`src/rtl/stable_timer_pkg.sv`:
```
// ============================================================================
// Module   : stable_timer_pkg
// Purpose  : Shared CSR field positions and addresses for the stable timer.
// Revision : 1.0
// ============================================================================
`default_nettype none

package stable_timer_pkg;

    // CSR_TCFG field positions
    localparam int TCFG_EN          = 0;
    localparam int TCFG_PERIODIC    = 1;
    localparam int TCFG_INITVAL_LSB = 2;

    // CSR_TICLR field positions
    localparam int TICLR_CLR        = 0;

    // ESTAT.IS bit driven by timer_irq
    localparam int IS_TIMER_BIT     = 11;

    // CSR addresses, decoded by the CSR unit
    localparam logic [13:0] CSR_TCFG  = 14'h041;
    localparam logic [13:0] CSR_TVAL  = 14'h042;
    localparam logic [13:0] CSR_TICLR = 14'h044;

endpackage

`default_nettype wire

```
`src/rtl/stable_timer_tick_gen.sv`:
```
// ============================================================================
// Module   : tick_gen
// Purpose  : Prescaler producing one tick every PRESCALE cycles while running.
// Revision : 1.0
// ============================================================================
`default_nettype none

module tick_gen
    import stable_timer_pkg::*;
#(
    parameter int PRESCALE = 2
) (
    input  logic clk,
    input  logic rst_n,
    input  logic run,
    input  logic restart,
    output logic tick
);

    localparam int                 c_cw        = $clog2(PRESCALE);
    localparam logic [c_cw-1:0]    c_pcnt_last = c_cw'(PRESCALE - 1);

    logic [c_cw-1:0] r_pcnt;

    assign tick = run && (r_pcnt == c_pcnt_last);

    // restart (a TCFG write) takes priority over a coincident tick
    always_ff @(posedge clk or negedge rst_n) begin
        if (!rst_n) begin
            r_pcnt <= '0;
        end else if (restart) begin
            r_pcnt <= '0;
        end else if (tick) begin
            r_pcnt <= '0;
        end else if (run) begin
            r_pcnt <= r_pcnt + c_cw'(1);
        end
    end

endmodule

`default_nettype wire

```
`src/rtl/stable_timer.sv`:
```
// ============================================================================
// Module   : stable_timer
// Purpose  : Constant-frequency countdown timer (TCFG/TVAL/TICLR, timer_irq).
// Revision : 1.0
// ============================================================================
`default_nettype none

module stable_timer
    import stable_timer_pkg::*;
#(
    parameter int TIMER_W  = 32,
    parameter int PRESCALE = 1
) (
    input  logic               clk,
    input  logic               rst_n,
    input  logic               tcfg_we,
    input  logic [TIMER_W-1:0] tcfg_wdata,
    input  logic               ticlr_we,
    input  logic [31:0]        ticlr_wdata,
    output logic [TIMER_W-1:0] tcfg,
    output logic [TIMER_W-1:0] tval,
    output logic               timer_irq
);

    logic [TIMER_W-1:0] r_tcfg;
    logic [TIMER_W-1:0] r_tval;
    logic               r_running;
    logic               r_ti;

    logic               w_tick;
    logic               w_expire;
    logic               w_clear;
    logic [TIMER_W-1:0] w_reload;
    logic [TIMER_W-1:0] w_wr_reload;
    logic               w_unused;

    assign w_reload    = {r_tcfg[TIMER_W-1:TCFG_INITVAL_LSB], 2'b00};
    assign w_wr_reload = {tcfg_wdata[TIMER_W-1:TCFG_INITVAL_LSB], 2'b00};
    assign w_expire    = w_tick && (r_tval == '0);
    assign w_clear     = ticlr_we && ticlr_wdata[TICLR_CLR];
    assign w_unused    = ^ticlr_wdata[31:1];

    generate
        if (PRESCALE > 1) begin : g_prescale
            tick_gen #(
                .PRESCALE (PRESCALE)
            ) u_tick_gen (
                .clk     (clk),
                .rst_n   (rst_n),
                .run     (r_running),
                .restart (tcfg_we),
                .tick    (w_tick)
            );
        end else begin : g_no_prescale
            assign w_tick = r_running;
        end
    endgenerate

    // A TCFG write overrides the tick's effect on tval/running
    always_ff @(posedge clk or negedge rst_n) begin
        if (!rst_n) begin
            r_tcfg    <= '0;
            r_tval    <= '0;
            r_running <= 1'b0;
        end else if (tcfg_we) begin
            r_tcfg    <= tcfg_wdata;
            r_tval    <= w_wr_reload;
            r_running <= tcfg_wdata[TCFG_EN];
        end else if (w_tick) begin
            if (r_tval != '0) begin
                r_tval <= r_tval - TIMER_W'(1);
            end else if (r_tcfg[TCFG_PERIODIC]) begin
                r_tval <= w_reload;
            end else begin
                r_running <= 1'b0;
            end
        end
    end

    // Expiry beats a coincident clear so the event is never lost
    always_ff @(posedge clk or negedge rst_n) begin
        if (!rst_n) begin
            r_ti <= 1'b0;
        end else if (w_expire) begin
            r_ti <= 1'b1;
        end else if (w_clear) begin
            r_ti <= 1'b0;
        end
    end

    assign tcfg      = r_tcfg;
    assign tval      = r_tval;
    assign timer_irq = r_ti;

endmodule

`default_nettype wire

```
`config.mk`:
```
export PLATFORM = sky130hd
export DESIGN_NAME = stable_timer
export DESIGN_NICKNAME = d
export VERILOG_FILES = /design/src/rtl/stable_timer_pkg.sv /design/src/rtl/stable_timer_tick_gen.sv /design/src/rtl/stable_timer.sv
export SDC_FILE = /design/constraint.sdc
export NUM_CORES = 1
export LEC_CHECK = 0
export BUFFER_PORTS_ARGS = -buffer_cell sky130_fd_sc_hd__buf_2
export CAP_MARGIN = 20
export CORE_MARGIN = 8
export CORE_UTILIZATION = 30
export CTS_BUF_LIST = sky130_fd_sc_hd__clkbuf_16
export CTS_CLUSTER_SIZE = 30
export DETAILED_ROUTE_END_ITERATION = 8
export PLACE_DENSITY_LB_ADDON = 0.3
export SYNTH_ARGS = -nofsm -noshare
export SYNTH_HDL_FRONTEND = slang
export SYNTH_SLANG_ARGS = --single-unit
```
`constraint.sdc`:
```
create_clock -name clk -period 3.5 [get_ports clk]
set_input_delay 0.175 -clock clk [delete_from_list [all_inputs] [get_ports clk]]
set_output_delay 0.175 -clock clk [all_outputs]
set_load 0.1 [all_outputs]
```
-- Word level (Yosys, flattened, before mapping)
Index checks and enable logic that the tools add are counted.
- flip-flop bits (word level): 66
- add/sub/neg operators: 1
- multiplexer cells: 10
- reduce and logical (&&, ||, !) cells: 8
- operator list (operator ; number):
    2-to-1 mux 32 bit ; 4
    logical NOT 32 bit ; 1
    nonzero test 32 bit ; 1
    subtractor 32 x 1 -> 32 bit, second input constant ; 1
    2-to-1 mux 1 bit ; 6
    nonzero test 2 bit ; 2
    nonzero test 3 bit ; 1
    logical AND 1 bit ; 2
    AND reduction 2 bit ; 1

-- Depth between registers and ports, before layout
Gate-level depths: netlist of the first run.
- depth after elaboration: 4
- gate-level depth with buffers: 9
- mapped depth without buffers: 8

-- Worst setup path after synthesis of the first run
Ideal clock, no wire load.
- kind: register to register
- start point: reg r_tval[8] (netlist: tval[8])
- end point: reg r_tval[17] (netlist: tval[17])
- library setup time: 0.122 ns
- arrival: 2.906 ns
- setup slack: 0.472 ns
- cell stages (with the launch flop): 8
- buffers on the path: 1
- clock period less this slack: 3.028 ns
- path through: dfrtp_1 -> or4_1 -> buf_2 -> or4_4 -> nor4_4 -> and2_1 -> o21ai_1 -> a32o_1
- cells in the longest elaborated chain, start to end: 4
- elaborated cells on any way between the ends: 7
- RTL lines (item ; line ; source):
    from (decl) ; stable_timer.sv:26 ; logic [TIMER_W-1:0] r_tval;
    from (signal assigned) ; stable_timer.sv:67 ; r_tval <= w_wr_reload;
    from (signal assigned) ; stable_timer.sv:71 ; r_tval <= r_tval - TIMER_W'(1);
    from (signal assigned) ; stable_timer.sv:73 ; r_tval <= w_reload;
    subtractor 32 x 1 -> 32 bit / nonzero test 32 bit (equally long branches) ; stable_timer.sv:71, stable_timer.sv:70 ;
    2-to-1 mux 32 bit ; stable_timer.sv:70 ; if (r_tval != '0) begin
    2-to-1 mux 32 bit ; stable_timer.sv:69 ; end else if (w_tick) begin
    2-to-1 mux 32 bit ; stable_timer.sv:65 ; end else if (tcfg_we) begin
Parallel ways exist; a longest one is shown, timed or not. The select of a mux whose other input is x is not followed.
A chain may end at the register's enable or synchronous reset.

-- Worst setup path after layout of the first run
- start point: reg r_tval[8] (netlist: tval[8])
- end point: reg r_tval[24] (netlist: tval[24])
The elaborated chain is that of the path after synthesis.

==> results of run 1 <==
-- placed cells by master, fill, tap and decap left out, types with 3 or more instances in the layout --
| master | count |
|---|---|
| buf_2 | 101 |
| dfrtp_1 | 66 |
| nand2_1 | 47 |
| nor2_1 | 38 |
| o21ai_0 | 28 |
| inv_1 | 24 |
| nand3_1 | 19 |
| a21oi_1 | 17 |
| a31oi_1 | 15 |
| mux2_2 | 13 |
| a221o_1 | 12 |
| buf_4 | 12 |
| nor3_1 | 11 |
| clkbuf_16 | 9 |
| or4_1 | 8 |
| xor2_1 | 7 |
| nor4_1 | 6 |
| xnor2_1 | 6 |
| a211o_1 | 6 |
| nand4_1 | 5 |
| and3_1 | 4 |
| o211ai_1 | 4 |
| or3_1 | 3 |
| o22ai_1 | 3 |
| o21ai_1 | 3 |
-- layout make-up --
class | instances | area, um2 | share of cell area, %
flip-flops and latches | 66 | 1650 | 35.5
clock buffers | 9 | 225 | 4.85
inverters | 22 | 82.6 | 1.78
multi-input cells | 298 | 1860 | 39.9
well taps | 168 | 210 | 4.52
clock inverters | 6 | 27.5 | 0.592
repair buffers | 113 | 596 | 12.8
-- state kept, by name, summed over array words and instances (netlist names) --
signal and flops:
timer_irq 1, r_running 1, tval 32, tcfg 32
-- worst reg2reg max path: cells and delay by family (launching register included) --
kind	cells	cell delay, ns
simple gates	4	1.81
compound gates	2	0.30
buf+inv	1	0.26
flops	1	0.45
-- cell families (layout without fill, tap and decap cells) --
| group | after synthesis | in the layout | synth area share [%] |
|---|---|---|---|
| and+or+nand+nor | 155 | 155 | 21.1 |
| xor gates and xnor gates | 13 | 13 | 3.07 |
| AOI/OAI and AO/OA | 113 | 113 | 20.6 |
| adders and majority gates | 2 | 2 | 0.674 |
| DFF | 66 | 66 | 44.5 |
| buffers and inverters | 50 | 150 | 5.63 |
| muxes | 15 | 15 | 4.48 |
-- worst paths after layout --
kind	start	end	slack (ns)	cells past startpoint
max in group asynchronous	rst_n	tcfg[9]	2.90	2
worst max-delay path	tval[8]	tval[24]	0.56	7
min in group clk	tcfg_wdata[21]	tcfg[21]	0.06	3
worst min register to register	tcfg[21]	tcfg[21]	0.49	2
worst max register to register	tval[8]	tval[24]	0.56	7
worst min-delay path	rst_n	tcfg[29]	0.03	2
-- cell usage after synthesis, drive strengths merged (6+ instances only) --
cell type  number
a31oi          15
o21ai          31
nand2          48
mux2           13
inv            22
clkbuf         19
nand3          19
nor3           11
dfrtp          66
a21oi          18
a221o          12
xor2            7
a211o           6
buf             9
nor2           39
nor4            9
xnor2           6
or4             9
-- through the flow --
stage | total power, uW | setup WS [ns]
5_1_grt | 2970 | 0.460
4_1_cts | 2870 | 0.564
3_3_place_gp | 2070 | 0.593
2_1_floorplan | 1830 | 0.472
6_report | 2850 | 0.565
3_5_place_dp | 2090 | 0.573
-- layer usage --
metal	vias up	GRT usage, %
met3	17	4.87
met2	136	25.1
met4	0	6.09
li1	1716	-
met1	1710	21.6
met5	-	0
-- power by group --
group	switching (uW)	internal, uW	total, uW
clock	319	463	782
sequential	125	851	976
combinational	889	201	1090
total	1330	1510	2850
==> flow_summary_export.csv, run 1 <==
group,metric,value,unit
synthesis,async_flop_share,100,%
sta,finalWorstPathRequiredPeriod,2.94,ns
place,hpwl,9560,um
run_status,outcome,"finished clean",
place,dpl.cell_count,667,
clock_tree,cts_buffer_depth,2,
floorplan,die_h,127,um
final_layout,final_util,38.5,%
sta,tightest_slew,0.859,ns
sta,hold_ws,0.0337,ns
sta,period_share,83.9,%
clock_tree,cts_resized,0,
routing,first_pass_iters,5,
place,portBuffers,101,
final_layout,fillers,1253,
worst_setup_path,slowest_stage,"or4_1",
clock_tree,path_clk_slew,0.05,ns
synthesis,ys_top_cells_by_area,"dfrtp_1, nand2_1, mux2_2",
global_route,track_usage,16.5,%
clock_tree,cts_tree,"built",
sta,fmax,341,MHz
power,vdd_drop_max,0.000208,V
routing,highest_layer,"met4",
clock_tree,numCtsBuffers,9,
floorplan,ios,133,
sta,final_hold_viol_count,0,
sta,skew,0.00768,ns
synthesis,synth_warnings,0,
sta,maxSlewViolCount,0,
worst_setup_path,path_max_fanout,9,
worst_setup_path,crit_buf_inv,1,
worst_setup_path,cp-end-kind,"flip-flop",
routing,viasPerCell,5.25,
final_layout,layout-drive-gt1-share,28.4,%
routing,ant_nets,0,
synthesis,synth_flop_cell,"dfrtp_1",
worst_setup_path,max_stage_delay,0.72,ns
routing,wirelength,12900,um
final_layout,nets,580,
synthesis,synth_nets,484,
final_layout,area_delta_synth_final,25.2,%
place,gp_congestion,0.877,
floorplan,core_area,12100,um2
sta,rsz0062_at_grt,"no",
floorplan,num_rows,40,
routing,vias,3579,
power,power.density,613,nW/um2
clock_tree,clock_sinks,66,
global_route,grt_pass1_vias,3694,
global_route,grt_pass1_wl,20800,um
routing,routedWlPerCell,18.9,um
routing,drc,0,
global_route,antenna_found_initial,0,
synthesis,synth_top_cell_by_area,"dfrtp_1",
worst_setup_path,cp.arrival,3.15,ns
synthesis,yosys.area.top_type_share,44.5,%
worst_setup_path,crit_required,3.71,ns
floorplan,fp.dieW,127,um
global_route,grt_max_degree,67,
floorplan,start_util,30.8,%
power,power.leakage,0.00214,uW
sta,relSlewSlack,42.7,%
worst_setup_path,critPathTopFamily,"simple AND/OR/NAND/NOR gates",
final_layout,postLayoutCellArea,4650,um2
sta,setup_viol,0,
worst_setup_path,crit_type,"reg2reg",
floorplan,die-area,16200,um2
clock_tree,htree_levels,3,
synthesis,syn_inst,414,
routing,wl_met3,959,um
final_layout,n_antenna_cell,0,
routing,drt_iter0_markers,298,
clock_tree,post_cts_buffers,0,
min_path,hold_path_class,"in2async",
clock_tree,cts-root-buf,"clkbuf_16",
synthesis,synth_area_per_cell,8.97,um2
place,placed_area,4400,um2
synthesis,synth-seq-cells,66,
sta,fin_tns_setup,0,ns
worst_setup_path,start_kind,"flip-flop",
flow_run,drv_cap,0,
global_route,overflow,0,
clock_tree,worstSkewPairLatency,0.33,ns
routing,wl_met1,5950,um
synthesis,synthDistinctLibCells,59,
worst_setup_path,path_cells,"or4_1 > or4_4 > nor4_4 > buf_4 > nor2_2 > a21o_1 > o2bb2ai_1",
routing,dr_wl_met2,5720,um
clock_tree,hold_buffers,0,
final_layout,stdcell_count,682,
synthesis,netlist_area,3710,um2
synthesis,ys_seq_area_share,44.5,%
synthesis,synth_edf_count,0,
Power figures use the tool's default switching activity.
==> run 2: changes to the inputs <==
Clock period 3.5 ns to 2.86 ns, I/O delays scaled along.
==> flow_summary_export.csv, run 2 (synthesized netlist as in run 1, its figures left out) <==
group,metric,value,unit
final_layout,nets,612,
sta,fmax,373,MHz
power,power_frac_seq,31.6,%
flow_run,drv_cap,0,
global_route,grt_pass1_wl,21900,um
place,portBuffers,101,
global_route,grt_pass1_vias,3805,
sta,setup_viol,0,
sta,finalWorstPathRequiredPeriod,2.68,ns
power,power.net_switching,1670,uW
min_path,worstHoldStart,"tcfg_wdata[21]",
final_layout,layout_common_cells,"buf_2, dfrtp_1, nand2_1, buf_4, nor2_1",
clock_tree,cts_tree,"built",
floorplan,ios,133,
routing,routedWlPerCell,19.0,um
routing,drc,0,
worst_setup_path,cp-end-kind,"flip-flop",
power,finalPower,3680,uW
floorplan,start_util,30.8,%
sta,skew,0.00630,ns
worst_setup_path,crit_type,"reg2reg",
min_path,hold_depth,3,
clock_tree,cts-root-buf,"clkbuf_16",
worst_setup_path,r2r_slack,0.18,ns
sta,fin_tns_setup,0,ns
global_route,overflow,0,
place,gp_congestion,0.876,
clock_tree,cts_buffer_depth,2,
power,clkPwrFrac,29.1,%
power,power.leakage,0.00230,uW
power,power.density,745,nW/um2
clock_tree,clock_sinks,66,
routing,viasPerCell,5.20,
floorplan,core_area,12100,um2
final_layout,final_util,40.9,%
worst_setup_path,r2r_cells,8,
worst_setup_path,start_kind,"flip-flop",
run_status,outcome,"finished clean",
routing,drt_iter0_markers,246,
final_layout,area_delta_synth_final,32.9,%
place,hpwl,10400,um
global_route,track_usage,17.5,%
worst_setup_path,crit_required,3.08,ns
final_layout,layout-drive-gt1-share,34.0,%
floorplan,die_h,127,um
final_layout,mostFrequentLayoutCell,"buf_2",
clock_tree,worstSkewPairLatency,0.34,ns
power,internal-power,2000,uW
sta,final_hold_viol_count,0,
min_path,whs_endpoint,"tcfg[21]",
power,swShare,45.5,%
sta,period_share,93.7,%
routing,vias,3718,
sta,tightest_slew,0.974,ns
worst_setup_path,r2r_end,"tval[4]",
routing,wirelength,13600,um
floorplan,fp.dieW,127,um
routing,ant_nets,0,
final_layout,n_antenna_cell,0,
floorplan,num_rows,40,
global_route,antenna_found_initial,0,
power,vdd_drop_max,0.000268,V
clock_tree,path_clk_slew,0.05,ns
routing,first_pass_iters,5,
sta,rsz0062_at_grt,"no",
power,comb_power_share,39.3,%
worst_setup_path,cp.arrival,2.90,ns
sta,relSlewSlack,35.1,%
worst_setup_path,path_max_fanout,12,
global_route,grt_max_degree,41,
clock_tree,post_cts_buffers,0,
final_layout,fillers,1262,
sta,maxSlewViolCount,0,
clock_tree,htree_levels,3,
floorplan,die-area,16200,um2
min_path,hold_path_class,"in2reg",
worst_setup_path,r2r_start,"tval[8]",
clock_tree,numCtsBuffers,9,
## run 2: how the worst max path moves through the flow
| stage | endpoint | from | depth (start not counted) |
|---|---|---|---|
| floorplan | tval[17] | tval[20] | 8 |
| global placement | tval[29] | tval[8] | 7 |
| detailed placement | tval[29] | tval[8] | 7 |
| CTS | tval[29] | tval[8] | 7 |
| global route | tval[4] | tval[8] | 8 |
| finish | tval[4] | tval[8] | 8 |
## run 2: cell type report
class                           count  area, um2  area share, %
Multi-Input combinational cell    298       1860           37.7
Clock inverter                      7       53.8           1.09
Timing Repair Buffer              145        838           17.0
Clock buffer                        9        225           4.57
Inverter                           22       82.6           1.67
Tap cell                          168        210           4.26
Sequential cell                    66       1660           33.7
## run 2: critical path, cell delays in order (launching register included)
cell and delay [ns]:
dfrtp_2 0.39, or4_1 0.56, buf_4 0.19, nor4_4 0.37, nand4_1 0.29, buf_4 0.28, a21oi_1 0.13, a311oi_1 0.06
a221o_1 0.27
## run 2: through the flow
step	cells	hold WS, ns	cell area [um2]	worst slack [ns]
4_1_cts	715	0.00599	4930	0.0773
2_1_floorplan	414	-0.153	3720	0.0115
3_5_place_dp	698	0.198	4640	0.106
5_1_grt	715	0.0392	4930	0.00899
3_3_place_gp	698	0.182	4640	0.126
6_report	715	0.0170	4930	0.180
## run 2: power groups by stage
stage               sequential [uW]  combinational [uW]  clock (uW)
CTS                            1160                1460        1090
global placement               1170                1440           0
detailed placement             1170                1450           0
finish                         1160                1450        1070
floorplan                      1940                 307           0
global route                   1180                1520        1130
## run 2: repair_timing
item	in CTS	in global routing
endpoints found under the setup margin	0	3
hold buffers	1	0
endpoints found under the hold margin	66	0
resized for setup	0	1
## run 2: metal layers
layer,global-route usage (%),vias to the layer above,wire length (um)
met5,0,-,0
met4,7.63,0,292
met3,4.33,18,909
met2,26.1,141,5950
met1,23.4,1787,6440
li1,-,1772,-
==> run 3: changes to the inputs <==
Clock period 2.86 ns to 3.4 ns, I/O delays scaled along.
==> flow_summary_export.csv, run 3 (synthesized netlist as in run 1, its figures left out) <==
group,metric,value,unit
run_status,outcome,"finished clean",
final_layout,mostFrequentLayoutCell,"buf_2",
routing,wirelength,12800,um
worst_setup_path,path_max_fanout,9,
final_layout,layout-drive-gt1-share,28.2,%
min_path,hold_path_class,"in2async",
sta,setup_viol,0,
place,dpl_worst_slack,0.452,ns
sta,finalWorstPathRequiredPeriod,2.96,ns
routing,drt_iter0_markers,267,
global_route,grt_max_degree,67,
clock_tree,numCtsBuffers,9,
routing,routedWlPerCell,18.8,um
worst_setup_path,critPathTopFamily,"simple AND/OR/NAND/NOR gates",
clock_tree,cts_buffer_depth,2,
floorplan,ios,133,
routing,drc,0,
clock_tree,htree_levels,3,
final_layout,area_delta_synth_final,25.7,%
worst_setup_path,cp-end-kind,"flip-flop",
place,hpwl,9490,um
sta,fin_tns_setup,0,ns
clock_tree,cts-root-buf,"clkbuf_16",
clock_tree,cts_resized,0,
sta,maxSlewViolCount,0,
sta,layout_setup_ws,0.441,ns
sta,final_hold_viol_count,0,
floorplan,num_rows,40,
final_layout,n_antenna_cell,0,
routing,ant_nets,0,
global_route,antenna_found_initial,0,
flow_run,drv_cap,0,
clock_tree,cts_tree,"built",
worst_setup_path,crit_buf_inv,1,
sta,rsz0062_at_grt,"no",
worst_setup_path,slowest_stage,"or4_1",
global_route,track_usage,15.9,%
clock_tree,worstSkewPairLatency,0.33,ns
floorplan,core_area,12100,um2
sta,fmax,338,MHz
worst_setup_path,cp.arrival,3.17,ns
routing,viasPerCell,5.12,
worst_setup_path,crit_required,3.61,ns
routing,vias,3494,
power,vdd_drop_max,0.000248,V
final_layout,layout_common_cells,"buf_2, dfrtp_1, nand2_1, nor2_1, o21ai_0",
final_layout,nets,579,
worst_setup_path,max_stage_delay,0.71,ns
global_route,grt_pass1_wl,20300,um
worst_setup_path,cp.depth,7,
power,power.leakage,0.00215,uW
worst_setup_path,path_cells,"or4_1 > or4_4 > nor4_4 > buf_4 > nor2_2 > a21o_1 > o2bb2ai_1",
power,power.density,644,nW/um2
worst_setup_path,crit_type,"reg2reg",
worst_setup_path,r2r_cells,7,
clock_tree,post_cts_buffers,0,
routing,first_pass_iters,4,
clock_tree,clock_sinks,66,
floorplan,die-area,16200,um2
global_route,grt_pass1_vias,3598,
final_layout,register_area,1650,um2
floorplan,start_util,30.8,%
sta,relSlewSlack,40.9,%
sta,period_share,87.0,%
floorplan,die_h,127,um
final_layout,multi_input_comb_area,1860,um2
sta,tightest_slew,0.886,ns
clock_tree,hold_buffers,0,
place,gp_congestion,0.877,
place,portBuffers,101,
floorplan,fp.dieW,127,um
sta,skew,0.00647,ns
final_layout,fillers,1259,
clock_tree,path_clk_slew,0.06,ns
global_route,overflow,0,
worst_setup_path,start_kind,"flip-flop",
run 3: path summary, 6_finish.rpt:
check                               start  endpoint  slack, ns
min in group clk           tcfg_wdata[21]  tcfg[21]       0.06
setup / recovery                  tval[8]  tval[24]       0.44
setup reg to reg                  tval[8]  tval[24]       0.44
hold / removal                      rst_n   tcfg[2]       0.05
max in group asynchronous           rst_n   tval[4]       2.78
hold reg to reg                  tcfg[18]  tcfg[18]       0.49
run 3: routing by layer:
metal	routed length (um)	global-route usage, %	vias up	share of wire, %
met5	0	0	-	0
met4	137	5.04	0	1.1
met3	870	3.79	10	6.8
met2	5790	24.5	98	45
met1	6010	21.4	1669	47
li1	-	-	1717	-
run 3: area by class of cell:
type / instances / area share (%)
multi-input cells: 298 / 39.8
well taps: 168 / 4.50
inverters: 22 / 1.77
repair buffers: 112 / 12.6
flip-flops and latches: 66 / 35.4
clock inverters: 7 / 1.15
clock buffers: 9 / 4.83
run 3: report_power, final:
| group | internal (uW) | switching (uW) |
|---|---|---|
| clock | 553 | 333 |
| sequential | 876 | 136 |
| combinational | 204 | 906 |
| total | 1630 | 1380 |
run 3: metrics by stage:
stage / area, um2 / util, % / total power, uW / instances / hold WS, ns
2_1_floorplan: 3710 / - / 1890 / 414 / -0.126
3_3_place_gp: 4390 / 36.4 / 2130 / 666 / 0.388
3_5_place_dp: 4390 / 36.4 / 2140 / 666 / 0.396
4_1_cts: 4670 / 38.7 / 3030 / 682 / 0.0560
5_1_grt: 4670 / 38.7 / 3120 / 682 / 0.0698
6_report: 4670 / 38.7 / 3010 / 682 / 0.0467
